File: config.mk
export PLATFORM = sky130hd
export DESIGN_NAME = ahb_bus_matrix_arbiter_gen
export DESIGN_NICKNAME = d
export VERILOG_FILES = /design/src/rtl/ahb_bus_matrix_arbiter_gen.sv
export SDC_FILE = /design/constraint.sdc
export NUM_CORES = 1
export LEC_CHECK = 0
export CORE_MARGIN = 3
export CORE_UTILIZATION = 56
export CTS_BUF_LIST = sky130_fd_sc_hd__clkbuf_2 sky130_fd_sc_hd__clkbuf_4 sky130_fd_sc_hd__clkbuf_8
export DETAILED_ROUTE_END_ITERATION = 8
export MAX_ROUTING_LAYER = met4
export PLACE_DENSITY = 0.95
export SETUP_SLACK_MARGIN = 0.5
export SLEW_MARGIN = 10
export SYNTH_ARGS = -nofsm -noshare
export SYNTH_HDL_FRONTEND = slang
export SYNTH_SLANG_ARGS = --single-unit
File: constraint.sdc
create_clock -name HCLK -period 3.6 [get_ports HCLK]
set_clock_uncertainty 0.1 [all_clocks]
set_input_delay 0.54 -clock HCLK [delete_from_list [all_inputs] [get_ports HCLK]]
set_output_delay 0.54 -clock HCLK [all_outputs]
set_load 0.05 [all_outputs]
File: src/rtl/ahb_bus_matrix_arbiter_gen.sv
// AHB bus-matrix output-stage arbiter: picks which input port owns the shared slave.
// Latency: one HCLK edge with HREADYM high. Backpressure: HREADYM low stalls every register.
module ahb_bus_matrix_arbiter_gen #(
  parameter int NUM_PORTS       = 4,
  parameter int PORT_W          = 2,
  parameter int ARB_MODE        = 0,
  parameter int INCR_HOLD_BEATS = 4,
  parameter int EARLY_INCR_MAX  = 1
) (
  input  logic                 HCLK,
  input  logic                 HRESET,
  input  logic [NUM_PORTS-1:0] req_port,
  input  logic                 HREADYM,
  input  logic                 HSELM,
  input  logic [1:0]           HTRANSM,
  input  logic [2:0]           HBURSTM,
  input  logic                 HMASTLOCKM,
  output logic [PORT_W-1:0]    addr_in_port,
  output logic                 no_port,
  output logic                 burst_hold
);

  localparam logic [1:0] TR_IDLE   = 2'b00;
  localparam logic [1:0] TR_BUSY   = 2'b01;
  localparam logic [1:0] TR_NONSEQ = 2'b10;

  localparam logic [3:0] INCR_REMAIN = 4'(INCR_HOLD_BEATS - 2);
  localparam logic [1:0] EARLY_MAX   = 2'(EARLY_INCR_MAX);

  logic [PORT_W-1:0] grant_q, grant_d;
  logic              no_port_q, no_port_d;
  logic [3:0]        remain_q, remain_d;
  logic              hold_q, hold_d;
  logic [1:0]        early_q, early_d;
  logic [1:0]        early_cand;

  logic              lo_found;
  logic [PORT_W-1:0] lo_idx;
  logic              rr_found;
  logic [PORT_W-1:0] rr_idx;
  int                rr_pos;

  // A NONSEQ arriving while the previous INCR still holds is an early termination;
  // the INCR being started is judged against the count including that termination.
  always_comb begin
    early_cand = early_q;
    if (hold_q && HTRANSM == TR_NONSEQ) begin
      early_cand = (early_q == 2'd3) ? 2'd3 : early_q + 2'd1;
    end

    remain_d = remain_q;
    hold_d   = hold_q;
    if (!HSELM || HTRANSM == TR_IDLE) begin
      remain_d = 4'd0;
      hold_d   = 1'b0;
    end else begin
      case (HTRANSM)
        TR_BUSY: begin
        end
        TR_NONSEQ: begin
          casez (HBURSTM)
            3'b11?: begin remain_d = 4'd14; hold_d = 1'b1; end
            3'b10?: begin remain_d = 4'd6;  hold_d = 1'b1; end
            3'b01?: begin remain_d = 4'd2;  hold_d = 1'b1; end
            3'b001: begin
              if (early_cand == EARLY_MAX) begin
                remain_d = 4'd0;
                hold_d   = 1'b0;
              end else begin
                remain_d = INCR_REMAIN;
                hold_d   = 1'b1;
              end
            end
            default: begin remain_d = 4'd0; hold_d = 1'b0; end
          endcase
        end
        default: begin
          if (remain_q == 4'd0) begin
            remain_d = 4'd0;
            hold_d   = 1'b0;
          end else begin
            remain_d = remain_q - 4'd1;
          end
        end
      endcase
    end

    early_d = hold_d ? early_cand : 2'd0;
  end

  always_comb begin
    lo_found = 1'b0;
    lo_idx   = '0;
    for (int i = NUM_PORTS - 1; i >= 0; i--) begin
      if (req_port[i]) begin
        lo_found = 1'b1;
        lo_idx   = PORT_W'(i);
      end
    end

    // Rotating search starting just after the current owner, owner excluded.
    rr_found = 1'b0;
    rr_idx   = '0;
    rr_pos   = 0;
    for (int k = 1; k < NUM_PORTS; k++) begin
      rr_pos = (int'(grant_q) + k) % NUM_PORTS;
      if (!rr_found && req_port[rr_pos[PORT_W-1:0]]) begin
        rr_found = 1'b1;
        rr_idx   = rr_pos[PORT_W-1:0];
      end
    end
  end

  always_comb begin
    grant_d   = grant_q;
    no_port_d = no_port_q;
    if (HMASTLOCKM || hold_d) begin
      no_port_d = 1'b0;
    end else if (no_port_q) begin
      if (lo_found) begin
        grant_d   = lo_idx;
        no_port_d = 1'b0;
      end
    end else if (ARB_MODE == 0) begin
      if (rr_found) begin
        grant_d = rr_idx;
      end else if (!HSELM) begin
        no_port_d = 1'b1;
      end
    end else begin
      if (lo_found) begin
        grant_d = lo_idx;
      end else if (!HSELM) begin
        no_port_d = 1'b1;
      end
    end
  end

  always_ff @(posedge HCLK) begin
    if (HRESET) begin
      grant_q   <= '0;
      no_port_q <= 1'b1;
      remain_q  <= 4'd0;
      hold_q    <= 1'b0;
      early_q   <= 2'd0;
    end else if (HREADYM) begin
      grant_q   <= grant_d;
      no_port_q <= no_port_d;
      remain_q  <= remain_d;
      hold_q    <= hold_d;
      early_q   <= early_d;
    end
  end

  assign addr_in_port = grant_q;
  assign no_port      = no_port_q;
  assign burst_hold   = hold_q;

endmodule

# Word-level counts from Yosys, hierarchy flattened
# Index checks and enable logic that the tools add are counted.
# W data, S select, Z words.
[totals]
register_bits = 10
input_bits = 14
output_inout_bits = 4
[op_classes]
addsub = 5
order_cmp = 3
eq_ne = 10
muxes = 41
bitwise = 1
n_reduce_logical = 14
[op_table]
columns = ["operator", "count"]
rows = [
  ["$mux W2", 14],
  ["$mux W1", 18],
  ["$pmux W4 S4", 1],
  ["$lt A2 B3 Y1 const B", 3],
  ["$eq A2 B2 Y1 const B", 4],
  ["$mux W4", 2],
  ["$pmux W4 S2", 1],
  ["$bmux W1 S2", 3],
  ["$eq A2 B1 Y1 const B", 3],
  ["$add A2 B1 Y2 const B", 2],
  ["$add A2 B2 Y2 const B", 2],
  ["$logic_not A4 Y1", 1],
  ["$pmux W1 S2", 2],
  ["$reduce_and A4 Y1", 1],
  ["$sub A4 B1 Y4 const B", 1],
  ["$eq A3 B1 Y1 const B", 1],
  ["$logic_and A1 B1 Y1", 3],
  ["$logic_not A1 Y1", 3],
  ["$reduce_or A3 Y1", 1],
  ["$logic_not A2 Y1", 1],
  ["$logic_or A1 B1 Y1", 2],
  ["$ne A2 B1 Y1 const B", 1],
  ["$ne A2 B2 Y1 const B", 1],
  ["$reduce_and A2 Y1", 1],
  ["2 further kinds", 2],
]

# Depth between registers and ports, before layout
# Gate-level depths: netlist of the first run.
[logic_depth]
ltp_word = 13
mapped_depth = 8
mapped_depth_nobuf = 7

# Worst setup path after synthesis of the first run
# No wires, ideal clock.
[synth_path]
kind = "input -> register"
startpoint = "input HTRANSM[0]"
endpoint = "register grant_q[0], in the netlist addr_in_port[0]"
setup_time_ns = 0.101
arrival_ns = 2.191
required_time_ns = 3.399
setup_slack_ns = 1.208
path_stages = 8
path_buffers = 1
cell_sequence = "inv_1 > ha_1 > clkbuf_1 > nand2_1 > xnor2_1 > a221oi_2 > or4_4 > o41ai_1"
[synth_via]
elab_chain_cells = 11
word_cells_on_any_way = 14
cone_classes = "3 x eq/ne; 5 x mux; 1 x bitwise; 5 x reduce/logical"
[synth_rtl]
columns = ["element", "line_no", "source"]
rows = [
  ["start: declaration", "15", "input logic [1:0] HTRANSM,"],
  ["$eq A2 B2 Y1", "47, 57", ""],
  ["$logic_and A1 B1 Y1", "47", "if (hold_q && HTRANSM == TR_NONSEQ) begin"],
  ["$mux W2", "47", ""],
  ["$eq A2 B1 Y1", "66", "if (early_cand == EARLY_MAX) begin"],
  ["$mux W1", "66", ""],
  ["$pmux W1 S2", "61", "casez (HBURSTM)"],
  ["$pmux W1 S2", "57", "case (HTRANSM)"],
  ["$mux W1 (*)", "53", "if (!HSELM || HTRANSM == TR_IDLE) begin"],
  ["$logic_or A1 B1 Y1 (*)", "117", "if (HMASTLOCKM || hold_d) begin"],
  ["$not A1 Y1 (no line) (*)", "--", ""],
  ["$reduce_and A4 Y1 (no line) (*)", "--", ""],
  ["end signal: assignment", "147", "grant_q <= grant_d;"],
  ["end: declaration", "30", "logic [PORT_W-1:0] grant_q, grant_d;"],
]
# Every way passes the cells marked *; elsewhere a longest branch is shown, timed or not.
# A chain may end at the register's enable or synchronous reset.

# Worst setup path after layout of the first run
# Same ends and word-level chain as after synthesis.

==> summary.txt, run 1 <==
STA
  – Setup WS post-layout: 0.961 ns
  – Post-route clock period utilization: 0.733
  – TNS Setup: 0 ns
  – RSZ-0062 raised after global routing: false
  – Worst slew margin: 0.666
  – Final setup vio count: 0
  – Peak Freq: 379 MHz
  – Worst-margin pin slew: 0.499 ns
  – Crit path time final: 2.64 ns
  – Final Hold Fails: 0
  – Final max-slew violation count: 0

Global routing
  – First-pass GRT wire length: 3700 um
  – Global routing usage on met3: 0.0791
  – GRT Util Overall: 0.246
  – M2 GR Usage: 0.393
  – Vias in the first global route: 867
  – Total grt overflow: 0
  – Largest net degree at the start of global routing: 13
  – Initial antenna violation count: 0
  – GRT busiest layer: met2
  – Met1 usage: 0.305

Min path
  – Hold depth: 2
  – Hold Crit Class: flop to flop

Pwr
  – Flop pwr share: 0.395
  – Sw frac: 0.306
  – Leakage power: 0.393 nW
  – Net Switching: 0.0939 mW
  – Peak supply drop: 0.000291 V
  – Gate power share: 0.265
  – P_int: 0.213 mW
  – Clock power share: 0.339
  – PwrDens: 285 nW/um^2

Critical path
  – Data arrival, critical path: 2.72 ns
  – Cells along the critical path: clkdlybuf4s50_1 -> inv_1 -> ha_1 -> nand2_1 -> xnor2_1 -> a221oi_2 -> or4_4 -> o41ai_1
  – Worst R2R Path Depth: 7
  – CP max-delay cell: or4_4
  – Crit path kind: primary input to flop
  – CP endpoint kind: flop
  – Max incr delay on CP: 0.52 ns
  – Startpoint types: primary input
  – Worst EP required: 3.68 ns
  – CP Max Fanout: 8

Layout
  – Area growth, synth to finish: 21.0%
  – Multi-input gate area: 613 um^2
  – Fill cell count: 107
  – Ratio of cells with drive above 1 in the final layout: 0.0775
  – Cell area after layout: 1080 um^2
  – Register area: 200 um^2
  – Layout Nets: 148
  – Ant diodes: 0
  – Post-layout util: 0.769

CTS
  – CTS root buffer: clkbuf_4
  – CTS Hold Bufs: 0
  – CTS tree: done
  – Post-CTS Setup Bufs: 0
  – CTS resizes: 0
  – Worst skew pair latency: 0.27 ns
  – H-tree levels: 1
  – Clock sinks: 10
  – Num CTS Buffers: 3
  – Clock slew at reported path FFs: 0.07 ns
  – Maximum clock insertion buffer count: 2

Synthesis
  – Post-synthesis sequential area ratio: 0.225
  – FF+latch count, synth: 10
  – Ys flop type: dfxtp_1
  – Most numerous cell in the Yosys netlist: nor2_1
  – Yosys top cell by area: dfxtp_1
  – Mean post-synth cell area: 7.54 um^2
  – EDFF count, synth: 0
  – Synth warn: 0
  – Mapped Cells: 118
  – Asr flop ratio synth: 0
  – Commonest cells post-synth: nor2_1 (13), dfxtp_1 (10), inv_1 (10)
  – Area fraction of the dominant cell type after synthesis: 0.225
  – Post-Syn Area: 890 um^2
  – Post-Syn Nets: 136
  – Synth cell types: 43
  – Synth area leaders: dfxtp_1 (23%), ha_1 (5.6%), nor2_1 (5.5%)

Floorplan
  – Die Footprint: 2100 um^2
  – CORE AREA: 1400 um^2
  – # rows: 13
  – Die Wd: 45.9 um
  – Starting Density: 0.636
  – Die Span Y: 45.9 um
  – I/O pin cnt: 18

Drt
  – Starting DRT DRC Count: 23
  – First drt pass iteration count: 4
  – DRC: 0
  – Vias: 964
  – Number of routed nets with antenna violations: 0
  – Drt wl/cell: 15.3 um
  – Total Wirelength: 2200 um
  – Via density: 6.69

Placed design
  – Placement-stage cell area: 1040 um^2
  – PortBufs: 17
  – DPL Wire Length: 1670 um
  – RD Place Congestion: 0.878
  – Pre-CTS setup slack: 0.696 ns

Flow run
  – Maxcap violations: 0

Run status
  – Status: finished, final reports clean
## kinds of logic (layout without fill, tap and decap cells)
family                   Yosys count  in the layout  share of synthesized area
multiplexers                       3              3                     0.0338
buffers and inverters             20             31                     0.0858
AO/OA/AOI/OAI                     31             31                      0.260
adder cells (fa/ha/maj)            4              4                     0.0563
XOR/XNOR                           1              1                    0.00985
flip-flops                        10             10                      0.225
AND/OR/NAND/NOR                   49             49                      0.329
## per-stage QoR
step / total power, mW / hold slack (ns) / std cells
after CTS: 0.306 / 0.431 / 144
after global placement: 0.201 / 0.384 / 140
after detailed placement: 0.203 / 0.420 / 140
final: 0.306 / 0.424 / 144
after global routing: 0.324 / 0.477 / 144
after floorplan: 0.175 / 0.367 / 118
## per-layer routing
metal,vias to the layer above,share of wire,routed length (um)
met4,0,0.012,27
li1,466,-,-
met3,7,0.088,193
met1,437,0.44,963
met5,-,0,0
met2,54,0.46,1020
## cell usage in the layout (no fill, tap or decap), types with 2 or more instances in the layout
| cell type | instances |
|---|---|
| clkdlybuf4s50_1 | 17 |
| nor2_1 | 13 |
| inv_1 | 10 |
| dfxtp_1 | 10 |
| nand2_1 | 7 |
| a21oi_1 | 6 |
| a31oi_1 | 5 |
| nor3_1 | 4 |
| o21ai_0 | 4 |
| ha_1 | 4 |
| or3b_1 | 3 |
| mux2i_1 | 3 |
| nand3_1 | 3 |
| a211oi_1 | 3 |
| clkbuf_4 | 3 |
| nand2b_1 | 2 |
| nor4_1 | 2 |
| nor4b_1 | 2 |
| nor3b_1 | 2 |
| or4bb_1 | 2 |
| nand4b_1 | 2 |
## flip-flops by register name, indices dropped and copies added, names as in the netlist
register,cells
no_port,1
addr_in_port,2
early_q,2
remain_q,4
burst_hold,1
## power groups by stage
stage	Combinational [mW]	Clock [mW]	Sequential [mW]
detailed placement	0.0796	0	0.123
floorplan	0.0483	0	0.127
global placement	0.0777	0	0.123
CTS	0.0805	0.105	0.121
global route	0.0881	0.115	0.122
finish	0.0813	0.104	0.121
## path summary, 6_finish.rpt
kind	to	start	slack, ns
worst max-delay path	addr_in_port[0]	HTRANSM[0]	0.96
worst max register to register	addr_in_port[0]	remain_q[0]	1.28
worst min-delay path	remain_q[3]	remain_q[3]	0.42
worst min register to register	remain_q[3]	remain_q[3]	0.42
## cell type report
class                           count  share of cell area
Clock buffer                        4              0.0337
Inverter                           10              0.0349
Multi-Input combinational cell     88               0.570
Sequential cell                    10               0.186
Tap cell                           15              0.0174
Timing Repair Buffer               17               0.158
## critical path, delay by kind of cell
kind,cells,cell delay (ns)
xor gates and xnor gates,1,0.22
and+or+nand+nor,2,0.63
AOI/OAI and AO/OA,2,0.49
buffers and inverters,2,0.53
adders and majority gates,1,0.31
Note: power is estimated with default switching activity, not from simulation.
==> run 2: changes to the inputs <==
--- a/config.mk
+++ b/config.mk
@@ -6,11 +6,11 @@
 export NUM_CORES = 1
 export LEC_CHECK = 0
 export CORE_MARGIN = 3
-export CORE_UTILIZATION = 56
+export CORE_UTILIZATION = 52
 export CTS_BUF_LIST = sky130_fd_sc_hd__clkbuf_2 sky130_fd_sc_hd__clkbuf_4 sky130_fd_sc_hd__clkbuf_8
 export DETAILED_ROUTE_END_ITERATION = 8
 export MAX_ROUTING_LAYER = met4
-export PLACE_DENSITY = 0.95
+export PLACE_DENSITY = 0.91
 export SETUP_SLACK_MARGIN = 0.5
 export SLEW_MARGIN = 10
 export SYNTH_ARGS = -nofsm -noshare
==> constraint.sdc (replaced) <==
create_clock -name HCLK -period 2.7 [get_ports HCLK]
set_clock_uncertainty 0.1 [all_clocks]
set_input_delay 0.405 -clock HCLK [delete_from_list [all_inputs] [get_ports HCLK]]
set_output_delay 0.405 -clock HCLK [all_outputs]
set_load 0.05 [all_outputs]
==> run 2 against run 1 <==
Net effect:
- non-clock buffer count up 5
- die area up 6.7%
- largest power group unchanged
- combinational power up 48%
- cell count up 4.2%
==> summary.txt, run 2 (synthesis results as in run 1) <==
Floorplan
  – # rows: 14 (was 13)
  – I/O pin cnt: 18 (unchanged)
  – Die Wd: 47.4 um (was 45.9 um)
  – Die Span Y: 47.4 um (was 45.9 um)
  – Starting Density: 0.571 (was 0.636)
  – Die Footprint: 2240 um^2 (was 2100 um^2)
  – CORE AREA: 1560 um^2 (was 1400 um^2)

Layout
  – Fill cell count: 126 (was 107)
  – Layout Cells excl Fill: 150 (was 144)
  – Most frequent cells in the layout: nor2_1 (13), clkdlybuf4s50_1 (12), inv_1 (9) (was clkdlybuf4s50_1 (17), nor2_1 (13), inv_1 (10), dfxtp_1 (10), nand2_1 (7))
  – Commonest non-fill, non-tap cell in the layout: nor2_1 (was clkdlybuf4s50_1)
  – Layout Nets: 153 (was 148)
  – Post-layout util: 0.753 (was 0.769)
  – Area growth, synth to finish: 31.9% (was 21.0%)
  – Ant diodes: 0 (unchanged)
  – Number of flip-flops in the largest register: 4 (unchanged)
  – Ratio of cells with drive above 1 in the final layout: 0.209 (was 0.0775)
  – Cell area after layout: 1170 um^2 (was 1080 um^2)
  – Largest Register: remain_q (unchanged)

STA
  – Setup WS post-layout: 0.556 ns (was 0.961 ns)
  – Final setup vio count: 0 (unchanged)
  – Post-route clock period utilization: 0.794
  – Final Hold Fails: 0 (unchanged)
  – Crit path time final: 2.14 ns
  – Final max-slew violation count: 0 (unchanged)
  – Peak Freq: 466 MHz
  – RSZ-0062 raised after global routing: true (was false)
  – Worst slew margin: 0.669 (was 0.666)
  – Worst-margin pin slew: 0.495 ns (was 0.499 ns)

Placed design
  – DPL Wire Length: 1750 um (was 1670 um)
  – Pre-CTS setup slack: -0.0292 ns (was 0.696 ns)
  – Inst Count DP: 146 (was 140)
  – RD Place Congestion: 0.877 (was 0.878)
  – Placement-stage cell area: 1080 um^2 (was 1040 um^2)
  – PortBufs: 17 (unchanged)

CTS
  – H-tree levels: 1 (unchanged)
  – Worst skew pair latency: 0.26 ns (was 0.27 ns)
  – Num CTS Buffers: 3 (unchanged)
  – Maximum clock insertion buffer count: 2 (unchanged)
  – CTS Hold Bufs: 0 (unchanged)
  – Clock sinks: 10 (unchanged)
  – CTS tree: done (unchanged)
  – CTS root buffer: clkbuf_4 (unchanged)
  – Clock slew at reported path FFs: 0.07 ns (about the same)

Run status
  – Status: finished, final reports clean (unchanged)

Critical path
  – Critical path's top delay family: simple AND/OR/NAND/NOR gates (unchanged)
  – FF-to-FF setup slack: 0.56 ns (was 1.28 ns)
  – WP buf/inv: 1 (was 2)
  – CP endpoint kind: flop (unchanged)
  – Max incr delay on CP: 0.44 ns (was 0.52 ns)
  – CP max-delay cell: or4_4 (unchanged)
  – CP Max Fanout: 4 (was 8)
  – Crit path kind: flop to flop (was primary input to flop)
  – Worst EP required: 2.77 ns (was 3.68 ns)
  – Startpoint types: flop (was primary input)
  – Data arrival, critical path: 2.21 ns (was 2.72 ns)
  – Cells along the critical path: inv_1 -> ha_2 -> or3b_4 -> a32oi_2 -> a221oi_2 -> or4_4 -> o41ai_2 (was clkdlybuf4s50_1 -> inv_1 -> ha_1 -> nand2_1 -> xnor2_1 -> a221oi_2 -> or4_4 -> o41ai_1)

Drt
  – Vias: 958 (was 964)
  – Number of routed nets with antenna violations: 0 (unchanged)
  – DRC: 0 (unchanged)
  – Via density: 6.39 (was 6.69)
  – Total Wirelength: 2420 um (was 2200 um)
  – First drt pass iteration count: 4 (unchanged)
  – Starting DRT DRC Count: 42 (was 23)
  – Drt wl/cell: 16.1 um (was 15.3 um)

Global routing
  – Largest net degree at the start of global routing: 13 (unchanged)
  – First-pass GRT wire length: 4040 um (was 3700 um)
  – Total grt overflow: 0 (unchanged)
  – Initial antenna violation count: 0 (unchanged)
  – Vias in the first global route: 891 (was 867)
  – GRT Util Overall: 0.266 (was 0.246)

Pwr
  – Peak supply drop: 0.000336 V (was 0.000291 V)
  – Leakage power: 0.449 nW (was 0.393 nW)
  – PwrDens: 355 nW/um^2 (was 285 nW/um^2)

Min path
  – Hold Crit Class: flop to flop (unchanged)

Flow run
  – Maxcap violations: 0 (unchanged)
-- run 2: repair_timing --
item	4_1_cts	5_1_grt
cloned	0	0
hold endpoints to repair	0	0
endpoints found under the setup margin	5	3
gates resized for setup	14	2
pin swaps	4	1
setup buffers	0	0
-- run 2: through the flow --
step | hold WS [ns] | power, mW | TNS, ns
global placement | 0.386 | 0.273 | 0
global route | 0.448 | 0.440 | 0
detailed placement | 0.411 | 0.277 | -0.0292
finish | 0.426 | 0.417 | 0
floorplan | 0.367 | 0.234 | 0
CTS | 0.425 | 0.417 | 0
-- run 2: report_power, final --
part           leakage (nW)  switching [mW]  internal (mW)
registers            0.0825         0.00990          0.152
clock network        0.0210          0.0530         0.0819
logic                 0.345          0.0636         0.0562
-- run 2: worst paths after layout --
| kind | from | endpoint | cells past startpoint |
|---|---|---|---|
| max reg2reg | remain_q[0] | addr_in_port[0] | 7 |
| min reg2reg | remain_q[3] | remain_q[3] | 2 |
| max | remain_q[0] | addr_in_port[0] | 7 |
| min | remain_q[3] | remain_q[3] | 2 |
-- run 2: per-layer routing --
layer / GRT usage / up-vias / share of wire
met4: 0.0663 / 0 / 0.0087
met2: 0.433 / 34 / 0.50
met1: 0.327 / 444 / 0.43
met3: 0.0613 / 4 / 0.056
met5: - / - / 0
li1: - / 476 / -
-- run 2: area by class of cell --
class                   count  area, um^2  area share
clock buffers               4        36.3      0.0309
inverters                  10        37.5      0.0320
multi-input cells          88         669       0.570
flip-flops and latches     10         205       0.175
well taps                  16        20.0      0.0171
repair buffers             22         205       0.175
-- run 2: worst register-to-register path: stages, from the launching register on --
cell	delay, ns
dfxtp_2	0.34
inv_1	0.06
ha_2	0.18
or3b_4	0.39
a32oi_2	0.20
a221oi_2	0.06
or4_4	0.44
o41ai_2	0.27
==> edit 1: new RTL, config.mk and constraints of run 1 <==
`NUM_PORTS`: 4 -> 3.
--- a/src/rtl/ahb_bus_matrix_arbiter_gen.sv
+++ b/src/rtl/ahb_bus_matrix_arbiter_gen.sv
@@ -2,5 +2,5 @@
 // Latency: one HCLK edge with HREADYM high. Backpressure: HREADYM low stalls every register.
 module ahb_bus_matrix_arbiter_gen #(
-  parameter int NUM_PORTS       = 4,
+  parameter int NUM_PORTS       = 3,
   parameter int PORT_W          = 2,
   parameter int ARB_MODE        = 0,
Interface: changed (resized req_port); port bits go from 18 to 17. No check against the original RTL was run, so the function may have changed too.
==> edit 1 against run 1 <==
  * Register-to-register slack improved by 230 ps
  * Critical path depth fell by 1
  * Cell area is 7.4% lower
  * Setup slack improved by 160 ps
  * Sequential cell count is the same
  * Area after synthesis down 7.5%
  * Wire length fell by 21%
  * Total power down 4.0%
==> edit 1: results (changes against run 1) <==
* Status: finished, final reports clean
* P_leak at 0.374 nW (-4.9%)
* CP Max Fanout at 5 (-3)
* Sw Share at 28.6% (-2.0 points)
* GR Util All Layers at 21.2% (-3.4 points)
* Post-synthesis mux area share at 2.43% (-0.94 points)
* Detailed Place HPWL at 1.40 mm (-16%)
* First-pass GRT wire length at 3.09 mm (-16%)
* Top cells by area, synth: dfxtp_1 24%, ha_1 9.1%, a21oi_1 4.9%
* Slew HR at 67.0% (+0.39 points)
* Synth Area in Compound Gates at 27.8% (+1.8 points)
* FF-to-FF Start: addr_in_port[0]$_SDFFE_PP0P_
* Critical Path Start: HTRANSM[1]
* PortBufs at 16 (-1)
* Synth top cells by count: 10 x dfxtp_1, 10 x inv_1, 9 x nor2_1
* DP Worst Slack at 853 ps (+157 ps)
* Seq/Total Area, Yosys at 24.3% (+1.8 points)
* Gpl congestion at 0.782 (-11%)
* Post-Route WL at 1.75 mm (-21%)
* Crit path DAT at 2560 ps (-160 ps)
* Hold Crit Start: remain_q[1]$_SDFFE_PP0P_
* DRT iter0 DRCs at 10 (-57%)
* Largest net degree at the start of global routing at 12 (-1)
* Ratio of cells with drive above 1 in the final layout at 9.40% (+1.6 points)
* Vias in the first global route at 745 (-14%)
* Syn_nets at 120 (-12%)
* Final nets at 137 (-7.4%)
## edit 1: cell types whose count changed in the layout (fill, tap and decap cells not counted), moves of 2 or more
cell | before | now
nor2_1 | 13 | 9
a211oi_1 | 3 | 0
a21oi_1 | 6 | 8
a31oi_1 | 5 | 3
ha_1 | 4 | 6
nand2_1 | 7 | 5
nor4_1 | 2 | 0
nor4b_1 | 2 | 0
o21ai_0 | 4 | 6
or3b_1 | 3 | 1
or4bb_1 | 2 | 0
## edit 1: kinds of logic (layout without fill, tap and decap cells)
group	count (synthesis)	in the layout
AND/OR/NAND/NOR	34	34
AO/OA/AOI/OAI	32	32
buffers and inverters	15	31
flip-flops	10	10
adder cells (fa/ha/maj)	6	6
XOR/XNOR	2	2
multiplexers	2	2
## edit 1: final timing paths
kind	depth (start not counted)	end	slack, ps
setup / recovery	7	remain_q[3]$_SDFFE_PP0P_	1120
hold / removal	2	remain_q[1]$_SDFFE_PP0P_	390
setup reg to reg	7	addr_in_port[0]$_SDFFE_PP0P_	1510
hold reg to reg	2	remain_q[1]$_SDFFE_PP0P_	390
## edit 1: layout make-up
cell class	instances	area (um^2)
inverters	11	41.3
well taps	15	18.8
repair buffers	16	160
multi-input cells	76	539
flip-flops and latches	10	200
fillers	113	338
clock buffers	4	36.3
## edit 1: power groups by stage
stage,sequential [mW],clock [mW],combinational [mW]
2_1_floorplan,0.127,0,0.0422
3_3_place_gp,0.119,0,0.0727
3_5_place_dp,0.119,0,0.0749
4_1_cts,0.117,0.102,0.0759
5_1_grt,0.117,0.109,0.0827
6_report,0.117,0.102,0.0758
## edit 1: metrics by stage
| stage | cell area (um^2) | instances |
|---|---|---|
| floorplan | 823 | 101 |
| global placement | 960 | 128 |
| detailed placement | 960 | 128 |
| CTS | 996 | 132 |
| global route | 996 | 132 |
| finish | 996 | 132 |
## edit 1: critical path, delay by kind of cell
family                   cells  cell delay (ps)
AND/OR/NAND/NOR              3             1090
buffers and inverters        2              550
AO/OA/AOI/OAI                1              160
adder cells (fa/ha/maj)      1              220
## edit 1: routing by layer
metal / wire length, um / vias up / track usage, % / part of all wire [%]
li1: - / 412 / - / -
met1: 772 / 354 / 23.7 / 44
met2: 887 / 23 / 36.9 / 51
met3: 73 / 2 / 4.47 / 4.2
met4: 13 / 0 / 7.23 / 0.74
met5: 0 / - / - / 0
==> edit 2: new RTL, config.mk and constraints of run 1 <==
Made on the original files. Reset style: asynchronous (`HRESET`), changed in one clocked block.
--- a/src/rtl/ahb_bus_matrix_arbiter_gen.sv
+++ b/src/rtl/ahb_bus_matrix_arbiter_gen.sv
@@ -137,5 +137,5 @@
   end
 
-  always_ff @(posedge HCLK) begin
+  always_ff @(posedge HCLK or posedge HRESET) begin
     if (HRESET) begin
       grant_q   <= '0;
Behaviour: differs if HRESET is asserted again (counterexample within 4 cycles, from zero or initial values and one cycle with HRESET high); with HRESET held inactive, the same outputs for 10 cycles.
==> edit 2 against run 1 <==
  * Wire length down 8.4%
  * Sequential cell count unchanged
  * Final cell count down 6.3%
  * Setup slack worse by 42 ps
  * Register-to-register slack better by 110 ps
  * Worst hold slack worse by 1.8 ps
  * Utilization up 1.2 points
  * Area after synthesis down 0.56%
  * Largest cell class unchanged
  * Cell area up 0.35%
  * Critical path type unchanged
  * Global-route usage down 1.4 points
  * Die area down 0.48%
Power is not compared: it rests on default switching activity, and its combinational part moved more than twofold at a synthesized area within 25%.
==> edit 2: results (changes against run 1) <==
* Worst IR Drop VDD at 0.317 mV
* Clk slew on worst S/H paths at 70 ps (about the same)
* Critical Path Start: HTRANSM[0]
* Crit Path Class: primary input to flop
* Ys flop type: dfrtp_1
* Worst hold path type: primary input to async pin
* Ys async rst share at 100% (+100 points)
* Slew HR at 65.2% (-1.4 points)
* Vias in the first global route at 807 (-6.9%)
* Initial antenna violation count at 0 (unchanged)
* GR Util All Layers at 23.1% (-1.4 points)
* Post-CTS setup buffers at 0 (unchanged)
* FF-to-FF Start: remain_q[0]$_DFFE_PP0P_
* First-pass GRT wire length at 3.39 mm (-8.4%)
* Clk buf depth at 2 (unchanged)
* Largest Register: remain_q
* First-pass DRT Iterations at 4 (unchanged)
* Fill cell count at 102 (-4.7%)
* Seq/Total Area, Yosys at 28.4% (+5.9 points)
* DR vias at 855 (-11%)
* PostCTS Resize Cnt at 0 (unchanged)
* CP Max Fanout at 6 (-2)
* Ratio of cells with drive above 1 in the final layout at 12.5% (+4.7 points)
* Synth top cells by count: 15 x inv_1, 9 x dfrtp_1, 8 x nor2_1
* Syn_nets at 121 (-11%)
* Crit path max-delay family: simple AND/OR/NAND/NOR gates
* Status: finished, final reports clean
* Top cells by area, synth: dfrtp_1 25%, inv_1 6.4%, ha_1 5.7%
* CP Capture Point: addr_in_port[0]$_DFFE_PP0P_
* Largest net degree at the start of global routing at 11 (-2)
* Worst reg2reg setup slack at 1390 ps (+110 ps)
* Worst r2r dst: addr_in_port[0]$_DFFE_PP0P_
* Final Hold Fails at 0 (unchanged)
* Slowest stage delay, CP at 490 ps (-30 ps)
* Placed cell area at 1050 um^2 (+0.96%)
* PortBufs at 17 (unchanged)
* DRT iter0 DRCs at 24 (+4.3%)
* Final nets at 139 (-6.1%)
* Yosys cell types at 45 (+4.7%)
* Post-Route WL at 2.01 mm (-8.4%)
* Worst-path cell with the longest stage delay: clkdlybuf4s50_1
* Detailed Place HPWL at 1.56 mm (-6.5%)
* Gpl congestion at 0.850 (-3.2%)
* Ys Warns at 0 (unchanged)
edit 2: cell types whose count changed in the layout (fill, tap and decap cells not counted), moves of 3 or more:
| cell | change |
|---|---|
| dfrtp_1 | +9 |
| a211oi_1 | -3 |
| dfxtp_1 | -10 |
| a31oi_1 | -4 |
| nor2_1 | -5 |
| or3b_1 | -3 |
| inv_1 | +5 |
edit 2: area by class of cell:
class | instances | share of cell area (%)
multi-input combinational | 74 | 51.2
sequential | 10 | 23.3
timing repair buffer | 17 | 15.8
inverter | 15 | 5.21
clock buffer | 4 | 2.78
tap | 15 | 1.74
edit 2: per-stage QoR:
stage / hold WS, ps / worst slack, ps / instances
CTS: 434 / 929 / 135
floorplan: 279 / 1250 / 103
finish: 422 / 919 / 135
global route: 456 / 859 / 135
global placement: 410 / 711 / 131
detailed placement: 430 / 641 / 131
edit 2: report_power, final:
| group | leakage (nW) | internal, mW | switching (mW) | total, mW |
|---|---|---|---|---|
| registers | 0.131 | 0.130 | 0.0370 | 0.167 |
| clock network | 0.0184 | 0.0505 | 0.0421 | 0.0927 |
| logic | 0.291 | 0.0966 | 0.120 | 0.217 |
| total | 0.441 | 0.277 | 0.200 | 0.477 |
edit 2: kinds of logic after synthesis:
kind of cell | Yosys count | synth area share (%)
flip-flops | 10 | 28.4
XOR/XNOR | 1 | 0.990
AND/OR/NAND/NOR | 37 | 26.4
adder cells (fa/ha/maj) | 4 | 5.66
multiplexers | 4 | 4.95
buffers and inverters | 19 | 9.05
AO/OA/AOI/OAI | 28 | 24.5
edit 2: per-layer routing:
| metal | up-vias | GRT usage (%) | routed length (um) |
|---|---|---|---|
| li1 | 413 | - | - |
| met1 | 404 | 26.6 | 876 |
| met2 | 33 | 38.4 | 977 |
| met3 | 5 | 5.93 | 121 |
| met4 | 0 | 8.52 | 39 |
| met5 | - | - | 0 |
